## src/rtl/mem_arbiter.sv

```systemverilog
// Round-robin arbiter and sequencer sharing one synchronous memory port between two
// requesters; one transaction in flight at a time (IDLE -> ISSUE -> [WAIT] -> RESP).
module mem_arbiter #(
  parameter int ADDR_W   = 16,
  parameter int DATA_W   = 16,
  parameter int READ_LAT = 1
) (
  input  logic              clock,
  input  logic              resetn,
  input  logic              req0,
  input  logic              we0,
  input  logic [ADDR_W-1:0] addr0,
  input  logic [DATA_W-1:0] wdata0,
  output logic              gnt0,
  output logic              ack0,
  input  logic              req1,
  input  logic              we1,
  input  logic [ADDR_W-1:0] addr1,
  input  logic [DATA_W-1:0] wdata1,
  output logic              gnt1,
  output logic              ack1,
  output logic [DATA_W-1:0] rdata,
  output logic              busy,
  output logic [ADDR_W-1:0] mem_addr,
  output logic [DATA_W-1:0] mem_dout,
  output logic              mem_wren,
  input  logic [DATA_W-1:0] mem_q,
  output logic [1:0]        dbg_state
);

  // Handshake: a requester raises reqN with weN/addrN/wdataN and keeps them until ackN.
  // The fields are captured at grant, so later changes (or dropping req) cannot disturb
  // the transaction; ackN is a single-cycle completion pulse, with rdata valid for reads.

  typedef enum logic [1:0] {
    IDLE  = 2'd0,
    ISSUE = 2'd1,
    WAIT  = 2'd2,
    RESP  = 2'd3
  } state_t;

  localparam logic [2:0] LAT = 3'(READ_LAT);

  state_t     state;
  logic       last_grant;
  logic       sel;
  logic       we_q;
  logic [2:0] wait_cnt;
  logic       pick1;

  assign dbg_state = state;

  // On a tie the requester that was not served last wins.
  always_comb begin
    pick1 = req1;
    if (req0 && req1) pick1 = ~last_grant;
  end

  always_ff @(posedge clock or negedge resetn) begin
    if (!resetn) begin
      state      <= IDLE;
      last_grant <= 1'b1;
      sel        <= 1'b0;
      we_q       <= 1'b0;
      wait_cnt   <= 3'd0;
      gnt0       <= 1'b0;
      gnt1       <= 1'b0;
      ack0       <= 1'b0;
      ack1       <= 1'b0;
      busy       <= 1'b0;
      rdata      <= '0;
      mem_addr   <= '0;
      mem_dout   <= '0;
      mem_wren   <= 1'b0;
    end else begin
      case (state)
        IDLE: begin
          mem_wren <= 1'b0;
          if (req0 || req1) begin
            sel        <= pick1;
            last_grant <= pick1;
            gnt0       <= ~pick1;
            gnt1       <= pick1;
            busy       <= 1'b1;
            mem_addr   <= pick1 ? addr1 : addr0;
            mem_dout   <= pick1 ? wdata1 : wdata0;
            mem_wren   <= pick1 ? we1 : we0;
            we_q       <= pick1 ? we1 : we0;
            state      <= ISSUE;
          end
        end
        ISSUE: begin
          mem_wren <= 1'b0;
          wait_cnt <= LAT;
          if (we_q) begin
            ack0  <= ~sel;
            ack1  <= sel;
            state <= RESP;
          end else begin
            state <= WAIT;
          end
        end
        WAIT: begin
          // Counter holds the number of cycles left until mem_q carries the read word.
          if (wait_cnt == 3'd1) begin
            rdata <= mem_q;
            ack0  <= ~sel;
            ack1  <= sel;
            state <= RESP;
          end else begin
            wait_cnt <= wait_cnt - 3'd1;
          end
        end
        RESP: begin
          ack0  <= 1'b0;
          ack1  <= 1'b0;
          gnt0  <= 1'b0;
          gnt1  <= 1'b0;
          busy  <= 1'b0;
          state <= IDLE;
        end
        default: state <= IDLE;
      endcase
    end
  end

endmodule

```

## config.mk

```make
export PLATFORM = sky130hd
export DESIGN_NAME = mem_arbiter
export DESIGN_NICKNAME = d
export VERILOG_FILES = /design/src/rtl/mem_arbiter.sv
export SDC_FILE = /design/constraint.sdc
export NUM_CORES = 1
export LEC_CHECK = 0
export BUFFER_PORTS_ARGS = -buffer_cell sky130_fd_sc_hd__buf_2
export CAP_MARGIN = 20
export CORE_AREA = 2 2 87 89
export CTS_BUF_LIST = sky130_fd_sc_hd__clkbuf_8
export CTS_CLUSTER_DIAMETER = 30
export DETAILED_ROUTE_END_ITERATION = 6
export DIE_AREA = 0 0 89 91
export MAX_ROUTING_LAYER = met4
export PLACE_DENSITY = 0.74
export SKIP_CTS_REPAIR_TIMING = 1
export SLEW_MARGIN = 20
export SYNTH_ARGS = -nofsm -noshare
export SYNTH_HDL_FRONTEND = slang
export SYNTH_SLANG_ARGS = --single-unit
```

## constraint.sdc

```tcl
create_clock -name clock -period 1.4 [get_ports clock]
set_input_delay 0.07 -clock clock [delete_from_list [all_inputs] [get_ports clock]]
set_output_delay 0.07 -clock clock [all_outputs]
set_load 0.03 [all_outputs]
```

After elaboration in Yosys (flattened, before gate mapping) --
Index checks and enable logic that the tools add are counted.
Word-level totals: input bits 86, register bits 62
Cells by class: reductions and logical operators 13, mux-type cells 24, equal/unequal tests 8, bitwise logic cells 3, $add $sub $neg 1
Operators with widths (number):
- 16-bit 2-to-1 mux | 2
- 1-bit 2-to-1 mux | 11
- 2-bit AND reduction | 5
- 2-bit inequality test, second input constant | 4
- 1-bit one-hot mux with 2 select lines | 4
- 2-bit one-hot mux with 4 select lines | 1
- 1-bit one-hot mux with 3 select lines | 2
- 3-bit one-hot mux with 2 select lines | 1
- 2-bit nonzero test | 3
- 2-bit == test, second input constant | 2
- 2-bit 2-to-1 mux | 2
- 3-bit by 1-bit == test with 1-bit output, second input constant | 1
- 3-bit 2-to-1 mux | 1
- 1-bit inverter | 3
- 3-bit AND reduction | 1
- 3-bit nonzero test | 1
- 3-bit by 1-bit subtractor with 3-bit output, second input constant | 1
- 2-bit by 1-bit == test with 1-bit output, second input constant | 1
- 2-bit zero test | 1
- 1-bit logical AND | 1
- 1-bit logical OR | 1

Depth between registers and ports, before layout --
Gate-level depths: netlist (run 1).
depth in word-level cells 5, gate-level depth with buffers 7, depth with buffers taken out 5

Worst setup path after synthesis (run 1) --
Ideal clock, no wire load.
path type flip-flop to flip-flop, start point reg state[0] (netlist: dbg_state[0]), end point reg ack0, data required time 1275 ps, setup slack -380 ps, arrival time 1655 ps, period minus slack after synthesis 1780 ps, stages on the path, launching flop included 5, path through dfrtp_1 -> inv_1 -> ha_1 -> a221oi_2 -> mux2_2
Between the ends: cells in the longest elaborated chain, start to end 3
RTL lines:
- from (decl) | line 44 | state_t state;
- from (signal assigned) | line 61 | state <= IDLE;
- from (signal assigned) | line 89 | state <= ISSUE;
- from (signal assigned) | line 98 | state <= RESP;
- 2-bit == test or 2-bit by 1-bit == test with 1-bit output (tied branches) | line 76 | case (state)
- 2-bit inequality test (no source line) or 3-bit nonzero test (tied branches)
- 3-bit AND reduction (no source line)
- to (signal assigned) | line 96 | ack0 <= ~sel;
- to (signal assigned) | line 107 | ack0 <= ~sel;
- to (decl) | line 15 | output logic ack0,
Several ways; a longest one is shown, not always the timed one. A chain may end at the register's enable or synchronous reset.

Worst setup path in the final report (run 1) --
start point reg state[0] (netlist: dbg_state[0]), end point reg state[1] (netlist: dbg_state[1])
Between the ends: cells in the longest elaborated chain, start to end 3
RTL lines (line):
- 2-bit == test or 2-bit zero test (tied branches) | 76
- 2-bit inequality test (no source line)
- 2-bit AND reduction (no source line)
Several ways; a longest one is shown, not always the timed one.

==> results of run 1 <==
[synthesized netlist by cell type (all sizes together), types with 2 or more instances]
master and n:
inv 7, nand2 37, dfrtp 61, a21oi 69
mux2 20, mux2i 2, nor2 38, a22o 2
o21ai 6, nor2b 2, buf 17, ha 7
nand2b 2
[per-layer routing]
metal  track usage  wire length (um)  vias to the layer above
met2         0.294              4630                      128
li1              -                 -                     1402
met4        0.0808               150                        0
met5             -                 0                        -
met1         0.235              3690                     1395
met3        0.0491               612                       14
[through the flow]
stage	worst slack, ns	area (um2)	utilization
6_report	-0.0774	4900	0.686
5_1_grt	-0.118	4900	0.686
4_1_cts	-0.203	4260	0.597
3_5_place_dp	-0.189	4060	0.568
3_3_place_gp	-0.405	4030	0.564
2_1_floorplan	-0.142	3080	-
[flip-flops by register name, summed over array words and instances, names as in the netlist]
| signal | count |
|---|---|
| ack0 | 1 |
| ack1 | 1 |
| busy | 1 |
| dbg_state | 2 |
| gnt0 | 1 |
| gnt1 | 1 |
| last_grant | 1 |
| mem_addr | 16 |
| mem_dout | 16 |
| mem_wren | 1 |
| rdata | 16 |
| sel | 1 |
| wait_cnt | 3 |
| we_q | 1 |
[layout make-up]
class	instances	area share
clock buffer	12	0.0337
sequential	62	0.318
clock inverter	4	0.00843
inverter	7	0.00588
multi-input combinational	200	0.300
timing repair buffer	219	0.309
tap	99	0.0253
[worst paths after layout]
| path | from | to | cells after the start |
|---|---|---|---|
| max reg2reg | dbg_state[0] | dbg_state[1] | 5 |
| min | wdata0[15] | mem_dout[15] | 3 |
| max | dbg_state[0] | dbg_state[1] | 5 |
| min reg2reg | sel | sel | 2 |
| max in group asynchronous | resetn | last_grant | 3 |
| min in group asynchronous | resetn | rdata[11] | 3 |
[worst register-to-register path, cell delays in order, from the launching register on]
cell     delay (ns)
dfrtp_2        0.45
inv_4          0.11
ha_4           0.19
nor3b_4        0.23
a21oi_2        0.06
mux2_1         0.32
[power by group through the flow]
| stage | registers [mW] | clock network [mW] | logic, mW |
|---|---|---|---|
| after detailed placement | 3.21 | 0 | 6.07 |
| after CTS | 3.18 | 1.68 | 6.08 |
| after global routing | 3.32 | 1.75 | 7.20 |
| after floorplan | 4.80 | 0 | 2.63 |
| after global placement | 3.16 | 0 | 5.93 |
| final | 3.20 | 1.64 | 6.71 |
[kinds of logic after synthesis]
group,share of synthesized area
multiplexers,0.0819
adder cells (fa/ha/maj),0.0293
flip-flops,0.519
AO/OA/AOI/OAI,0.203
AND/OR/NAND/NOR,0.121
buffers and inverters,0.0464
==> summary.txt, run 1 <==
Outcome
  • Status: finished with violations
  • Failing checks: hold timing, setup timing

Clocking
  • Clock net sink count: 62
  • CTS H-tree depth: 3
  • Clock-pin slew on the worst setup and hold paths: around 0.070 ns
  • Max Root-Sink Buffers: 2
  • CTS tree: yes
  • Cts bufs inserted: 9
  • CTS Root Cell: clkbuf_8
  • Clock latency on the worst-skew pair: 0.34 ns

Cells and area
  • Most frequent cells in the layout: 141 x buf_2, 59 x dfrtp_1, 47 x dlygate4sd3_1
  • Fill count: approximately 570
  • Final net count: a little under 600
  • Footprint of the multi-input gates: approximately 1500 um2
  • Layout cells sized above 1: 0.544
  • FF+latch area: between 1500 and 2000 um2
  • ANT cells: 0
  • Fin cells: 603
  • Commonest non-fill, non-tap cell in the layout: buf_2
  • Syn-to-layout area delta: 63.6%

Floorplanning
  • Chip height: 91 um
  • Die area: slightly above 8000 um2
  • Starting Density: 0.419
  • Chip width: between 80 and 90 um
  • Core Region: just over 7000 um2
  • FP Rows: 31
  • I/O pin cnt: between 100 and 150

Logic synthesis
  • Synthesized area per cell: 10.5 um2
  • Area contributors post-synth: dfrtp_1 51%, a21oi_2 8.8%, mux2_2 7.1%, a21oi_1 6.5%, nor2_1 4.8%
  • Post-Syn Nets: between 300 and 400
  • Yosys top cell by area: dfrtp_1
  • Yosys cell types: 34
  • Number of synthesized flops with an enable pin: 0
  • Sequential fraction of the synthesis area: 0.519
  • Post-synthesis cell area: between 2000 and 3000 um2
  • Synth Instances: around 290
  • Async set-reset flop share out of synthesis: 1.00
  • Seq cells post-synth: 62
  • Yosys warning count: 0
  • Main synth FF type: dfrtp_1
  • Share of the synthesized area in the top cell type: 0.510

Pwr
  • Pint: 6.35 mW
  • Pwr Total: between 10 and 15 mW
  • P_sw: slightly above 5 mW
  • Sequential share of power: 0.277
  • Lkg Pwr: ~2.3 nW
  • Peak supply drop: approximately 1.1 mV
  • Combinational power share: 0.581
  • Switch share: 0.450
  • Clock share of power: 0.142
  • PwrDens: roughly 2400 nW/um2

GRT
  • Total congestion overflow: 0
  • Largest net degree at the start of global routing: 63
  • Vias in the first global route: ~2.6k
  • First-pass GRT wire length: roughly 12 mm
  • Antenna violations before repair: 0
  • Gr usage total: 0.190

Timing
  • Max Fclk: slightly below 0.7 GHz
  • Min Tclk post-route: 1.48 ns
  • Setup WS post-layout: -0.0774 ns
  • Max-slew violations: 0
  • Fin Clk Skew: 0.0111 ns
  • Worst slew pin tran: between 0.3 and 0.4 ns
  • Relative slew slack: 0.775
  • Final hold vios: 1
  • Fin crit share: 1.06
  • RSZ-0062 raised after global routing: true
  • Final setup viols: 17
  • Fin Hold WS: -0.0155 ns
  • Setup tns final: -0.695 ns

Route
  • DR iter-0 viols: around 120
  • Drt pass-1 iters: 4
  • Wire per inst: 15.1 um
  • Remaining antenna violation count after routing: 0
  • Post-route DRC: 0
  • Vias: roughly 3k
  • Final WL: 9.08 mm
  • Via/cell ratio: between 4 and 5

Critical path
  • R2r setup slk: -0.08 ns
  • Critical Path Fanout Max: 6
  • Nature of the critical path endpoint: register
  • Arrival @ worst endpoint: around 1.7 ns
  • Worst Path Required: about 1.6 ns
  • CP Class: reg2reg
  • Crit path max-delay family: flip-flops
  • Critical path startpoint category: register
  • WP buf/inv: 1
  • CP max stage delay: roughly 0.45 ns
  • Worst-path cell chain: inv_4 > ha_4 > nor3b_4 > a21oi_2 > mux2_1
  • Slowest cell on the critical path: dfrtp_2

Placement
  • Placed Instances: around 530
  • HPWL Detailed: between 5 and 6 mm
  • # port buffers: roughly 140
  • Routability cong.: between 0.7 and 0.8

Flow run
  • Max-Cap Viols: 0

Min path
  • Worst Hold Class: in2reg
(Power assumes the default switching activity.)
==> inputs of run 2 (changes only) <==
--- a/config.mk
+++ b/config.mk
@@ -12,8 +12,10 @@
 export CTS_CLUSTER_DIAMETER = 30
 export DETAILED_ROUTE_END_ITERATION = 6
 export DIE_AREA = 0 0 89 91
+export GPL_ROUTABILITY_DRIVEN = 0
 export MAX_ROUTING_LAYER = met4
 export PLACE_DENSITY = 0.74
+export RECOVER_POWER = 25
 export SKIP_CTS_REPAIR_TIMING = 1
 export SLEW_MARGIN = 20
 export SYNTH_ARGS = -nofsm -noshare
==> run 2 against run 1 <==
Against the previous run:
- the flow still finishes with violations (hold timing, setup timing)
- maximum frequency about the same
- clock skew about the same
- routed wire length decreased by 0.32%
- critical path depth unchanged
- final area decreased by 0.26%
- via count decreased by 0.27%
- combinational power about the same
- clock power about the same
- non-clock buffer count unchanged
- die area unchanged
- first-iteration DRC count increased by 26%
- critical path type unchanged
- critical endpoint unchanged
- highest routed layer unchanged
==> summary.txt, run 2 (same netlist as run 1, synthesis figures left out) <==
Outcome
  • Status: finished with violations
  • Failing checks: hold timing, setup timing

Timing
  • Setup WS post-layout: -0.0763 ns
  • Max-slew violations: 0
  • Worst slew pin tran: 0.844 ns
  • Setup tns final: -0.689 ns
  • Max Fclk: roughly 0.68 GHz
  • Min Tclk post-route: about 1.5 ns
  • Fin Hold WS: -0.0151 ns
  • RSZ-0062 raised after global routing: true
  • Fin Clk Skew: between 0.01 and 0.015 ns
  • Relative slew slack: 0.438
  • Fin crit share: 1.05
  • Final setup viols: 17
  • Final hold vios: 1

Critical path
  • Worst Path Required: between 1.5 and 2 ns
  • Critical path startpoint category: register
  • Arrival @ worst endpoint: 1.68 ns
  • Critical Path Fanout Max: 6
  • CP Class: reg2reg
  • Nature of the critical path endpoint: register

Placement
  • # port buffers: around 140
  • Placed Instances: approximately 530
  • HPWL Detailed: between 5 and 6 mm
  • DP Area: around 4100 um2

Floorplanning
  • Chip height: 91 um
  • Die area: a little over 8000 um2
  • Starting Density: 0.419
  • Chip width: 89 um
  • Core Region: 7140 um2
  • FP Rows: 31
  • I/O pin cnt: ~140

GRT
  • Gr usage total: 0.190
  • Antenna violations before repair: 0
  • First-pass GRT wire length: approximately 12 mm
  • Largest net degree at the start of global routing: 63
  • Vias in the first global route: between 2k and 3k
  • Total congestion overflow: 0

Clocking
  • Cts bufs inserted: 9
  • Clock latency on the worst-skew pair: roughly 0.34 ns
  • Max Root-Sink Buffers: 2
  • CTS tree: yes
  • CTS H-tree depth: 3
  • CTS Root Cell: clkbuf_8
  • Clock net sink count: between 60 and 70
  • Clock-pin slew on the worst setup and hold paths: about 0.070 ns

Route
  • Drt pass-1 iters: 4
  • Remaining antenna violation count after routing: 0
  • Wire per inst: between 15 and 20 um
  • Vias: between 2k and 3k
  • Post-route DRC: 0
  • Via/cell ratio: 4.86
  • DR iter-0 viols: 152
  • Final WL: 9.05 mm

Cells and area
  • Top Registers: mem_addr (16), mem_dout (16), rdata (16)
  • Util after Layout: 0.684
  • FF+latch area: between 1500 and 2000 um2
  • Final net count: between 500 and 600
  • Most frequent cells in the layout: 141 x buf_2, 59 x dfrtp_1, 47 x dlygate4sd3_1
  • Commonest non-fill, non-tap cell in the layout: buf_2
  • Final Instance Area: between 4000 and 5000 um2
  • Layout cells sized above 1: 0.544
  • ANT cells: 0
  • Fill count: between 500 and 600
  • Syn-to-layout area delta: 63.2%
  • Footprint of the multi-input gates: between 1000 and 1500 um2
  • Fin cells: ~600

Pwr
  • Pwr Total: about 12 mW
  • PwrDens: 2360 nW/um2
  • Peak supply drop: roughly 1.1 mV
  • Lkg Pwr: ~2.3 nW

Flow run
  • Max-Cap Viols: 0

Min path
  • Worst Hold Class: in2reg
[run 2: worst paths after layout]
kind                                   start      endpoint  slack, ns  depth (start not counted)
worst max-delay path            dbg_state[0]  dbg_state[1]      -0.08                          5
worst min-delay path              wdata0[15]  mem_dout[15]      -0.02                          3
worst max register to register  dbg_state[0]  dbg_state[1]      -0.08                          5
worst min register to register           sel           sel       0.49                          2
max in group asynchronous             resetn  dbg_state[1]       0.31                          3
min in group asynchronous             resetn          ack1       0.50                          3
[run 2: area by class of cell]
| type | instances | area share |
|---|---|---|
| Inverter | 7 | 0.00589 |
| Multi-Input combinational cell | 200 | 0.301 |
| Clock inverter | 4 | 0.00846 |
| Sequential cell | 62 | 0.318 |
| Tap cell | 99 | 0.0254 |
| Clock buffer | 12 | 0.0338 |
| Timing Repair Buffer | 219 | 0.307 |
[run 2: per-stage QoR]
| step | hold slack, ns | worst slack [ns] |
|---|---|---|
| after floorplan | -0.226 | -0.142 |
| after global placement | 0.107 | -0.405 |
| after detailed placement | 0.113 | -0.189 |
| after CTS | -0.254 | -0.203 |
| after global routing | 0.00375 | -0.118 |
| final | -0.0151 | -0.0763 |
[run 2: power breakdown]
| group | switching [mW] | internal, mW |
|---|---|---|
| Sequential | 0.504 | 2.70 |
| Combinational | 4.00 | 2.70 |
| Clock | 0.685 | 0.951 |
[run 2: critical path, stage by stage (launching register included)]
cell and delay [ns]:
dfrtp_2 0.45, inv_4 0.11, ha_4 0.19, nor3b_4 0.23, a21oi_2 0.06, mux2_1 0.32
[run 2: metal layers]
| metal | GRT usage | up-vias | part of all wire |
|---|---|---|---|
| met3 | 0.0491 | 12 | 0.067 |
| met2 | 0.294 | 129 | 0.51 |
| li1 | - | 1402 | - |
| met4 | 0.0808 | 0 | 0.015 |
| met1 | 0.235 | 1388 | 0.40 |
| met5 | - | - | 0 |
==> inputs of run 3 (changes only) <==
--- a/config.mk
+++ b/config.mk
@@ -5,16 +5,17 @@
 export SDC_FILE = /design/constraint.sdc
 export NUM_CORES = 1
 export LEC_CHECK = 0
-export BUFFER_PORTS_ARGS = -buffer_cell sky130_fd_sc_hd__buf_2
 export CAP_MARGIN = 20
+export CELL_PAD_IN_SITES_DETAIL_PLACEMENT = 0
+export CELL_PAD_IN_SITES_GLOBAL_PLACEMENT = 1
 export CORE_AREA = 2 2 87 89
 export CTS_BUF_LIST = sky130_fd_sc_hd__clkbuf_8
 export CTS_CLUSTER_DIAMETER = 30
 export DETAILED_ROUTE_END_ITERATION = 6
 export DIE_AREA = 0 0 89 91
+export DONT_BUFFER_PORTS = 1
 export GPL_ROUTABILITY_DRIVEN = 0
-export MAX_ROUTING_LAYER = met4
-export PLACE_DENSITY = 0.74
+export PLACE_DENSITY = 0.73
 export RECOVER_POWER = 25
 export SKIP_CTS_REPAIR_TIMING = 1
 export SLEW_MARGIN = 20
==> run 3 against run 2 <==
Against the previous run:
- the run still ends with hold timing, setup timing left
- first-iteration DRC count decreased by 43%
- sequential power increased by 51%
- clock-buffer cell count decreased by 2
- global-route usage decreased by 1.8 points
- register-to-register slack about the same
- die area unchanged
- critical endpoint is now ack1
- largest cell class unchanged
- highest routed layer unchanged
==> summary.txt, run 3 (same netlist as run 1, synthesis figures left out) <==
Cells and area
  • Fin cells: around 500
  • Syn-to-layout area delta: 56.5%
  • Util after Layout: 0.656
  • Commonest non-fill, non-tap cell in the layout: dlygate4sd3_1
  • Most frequent cells in the layout: 84 x dlygate4sd3_1, 59 x dfrtp_1, 56 x a21oi_2
  • Top Registers: mem_addr (16), mem_dout (16), rdata (16)
  • Final net count: ~490
  • Layout cells sized above 1: 0.385
  • Final Instance Area: around 4700 um2
  • ANT cells: 0

Clocking
  • Cts bufs inserted: 9
  • CTS Root Cell: clkbuf_8
  • Max Root-Sink Buffers: 2
  • Clock-pin slew on the worst setup and hold paths: about 0.070 ns
  • Clock net sink count: between 60 and 70
  • CTS H-tree depth: 3
  • CTS tree: yes
  • Clock latency on the worst-skew pair: around 0.34 ns

Timing
  • Fin crit share: 1.06
  • Setup WS post-layout: -0.0793 ns
  • Max-slew violations: 0
  • Min Tclk post-route: between 1 and 1.5 ns
  • Final hold vios: 62
  • Worst slew pin tran: around 0.36 ns
  • Fin Clk Skew: around 0.007 ns
  • Final setup viols: 16
  • RSZ-0062 raised after global routing: true
  • Max Fclk: 0.676 GHz
  • Relative slew slack: 0.759
  • Fin Hold WS: -0.579 ns

Critical path
  • Worst Path Required: 1.62 ns
  • CP Class: reg2reg
  • CP startpoint: wait_cnt[1]
  • Slowest cell on the critical path: dfrtp_1
  • Critical Path Fanout Max: 3
  • Critical path startpoint category: register
  • CP max stage delay: around 0.4 ns
  • Crit path max-delay family: flip-flops
  • R2R Path Start: wait_cnt[1]
  • Nature of the critical path endpoint: register
  • Arrival @ worst endpoint: roughly 1.7 ns
  • Worst-path cell chain: inv_2 > ha_4 > nand2b_4 > a221oi_4 > mux2_4
  • WP buf/inv: 1

Placement
  • DP Area: about 3400 um2
  • HPWL Detailed: 4.81 mm
  • Post-Place Setup Slack: -0.169 ns
  • # port buffers: 0
  • Placed Instances: 395

GRT
  • Largest net degree at the start of global routing: 63
  • Vias in the first global route: roughly 2.2k
  • First-pass GRT wire length: roughly 11 mm
  • Total congestion overflow: 0
  • Gr usage total: 0.172
  • Antenna violations before repair: 0

Pwr
  • Peak supply drop: 0.957 mV
  • Pwr Total: 10.9 mW
  • Lkg Pwr: around 2.0 nW
  • PwrDens: ~2300 nW/um2

Route
  • Remaining antenna violation count after routing: 0
  • Vias: roughly 2.5k
  • Post-route DRC: 0
  • Drt pass-1 iters: 4
  • DR iter-0 viols: 87
  • Wire per inst: about 17 um
  • Final WL: roughly 8.4 mm
  • Via/cell ratio: between 5 and 6

Floorplanning
  • Die area: roughly 8000 um2
  • I/O pin cnt: roughly 140
  • Chip width: ~90 um
  • Chip height: approximately 91 um
  • FP Rows: 31
  • Starting Density: 0.419
  • Core Region: about 7100 um2

Outcome
  • Status: finished with violations
  • Failing checks: hold timing, setup timing

Min path
  • Worst Hold Class: in2async

Flow run
  • Max-Cap Viols: 0
-- run 3: metrics by stage --
stage	hold slack, ns	setup TNS, ns
6_report	-0.579	-0.432
5_1_grt	-0.600	-1.47
4_1_cts	-0.600	-3.88
3_5_place_dp	-0.224	-3.41
3_3_place_gp	-0.224	-11.55
2_1_floorplan	-0.226	-4.73
-- run 3: path summary, 6_finish.rpt --
| kind | end | slack [ns] | depth (start not counted) |
|---|---|---|---|
| setup / recovery | ack1 | -0.08 | 5 |
| hold / removal | rdata[0] | -0.58 | 0 |
| setup reg to reg | ack1 | -0.08 | 5 |
| hold reg to reg | sel | 0.52 | 2 |
| max in group asynchronous | last_grant | 1.80 | 0 |
| min in group clock | busy | 0.03 | 4 |
-- run 3: worst register-to-register path: stages, from the launching register on --
cell and delay (ns):
dfrtp_1 0.39, inv_2 0.09, ha_4 0.16, nand2b_4 0.08, a221oi_4 0.31, mux2_4 0.33
-- run 3: routing by layer --
layer  up-vias  routed length (um)  track usage
met4         0                 152       0.0771
met2        98                4370        0.275
met3        16                 513       0.0509
met5         -                   0            0
met1      1225                3350        0.210
li1       1203                   -            -
-- run 3: area by class of cell --
cell class,count,area [um2]
multi-input combinational,199,1540
sequential,62,1560
tap,99,124
fill,586,2450
clock inverter,6,37.5
inverter,7,31.3
clock buffer,10,138
timing repair buffer,121,1260
-- run 3: where the power goes --
group	internal (mW)	leakage [nW]	total [mW]	switching (mW)
logic	2.45	1.17	4.63	2.19
clock network	0.680	0.0841	1.40	0.720
registers	2.68	0.711	4.83	2.16
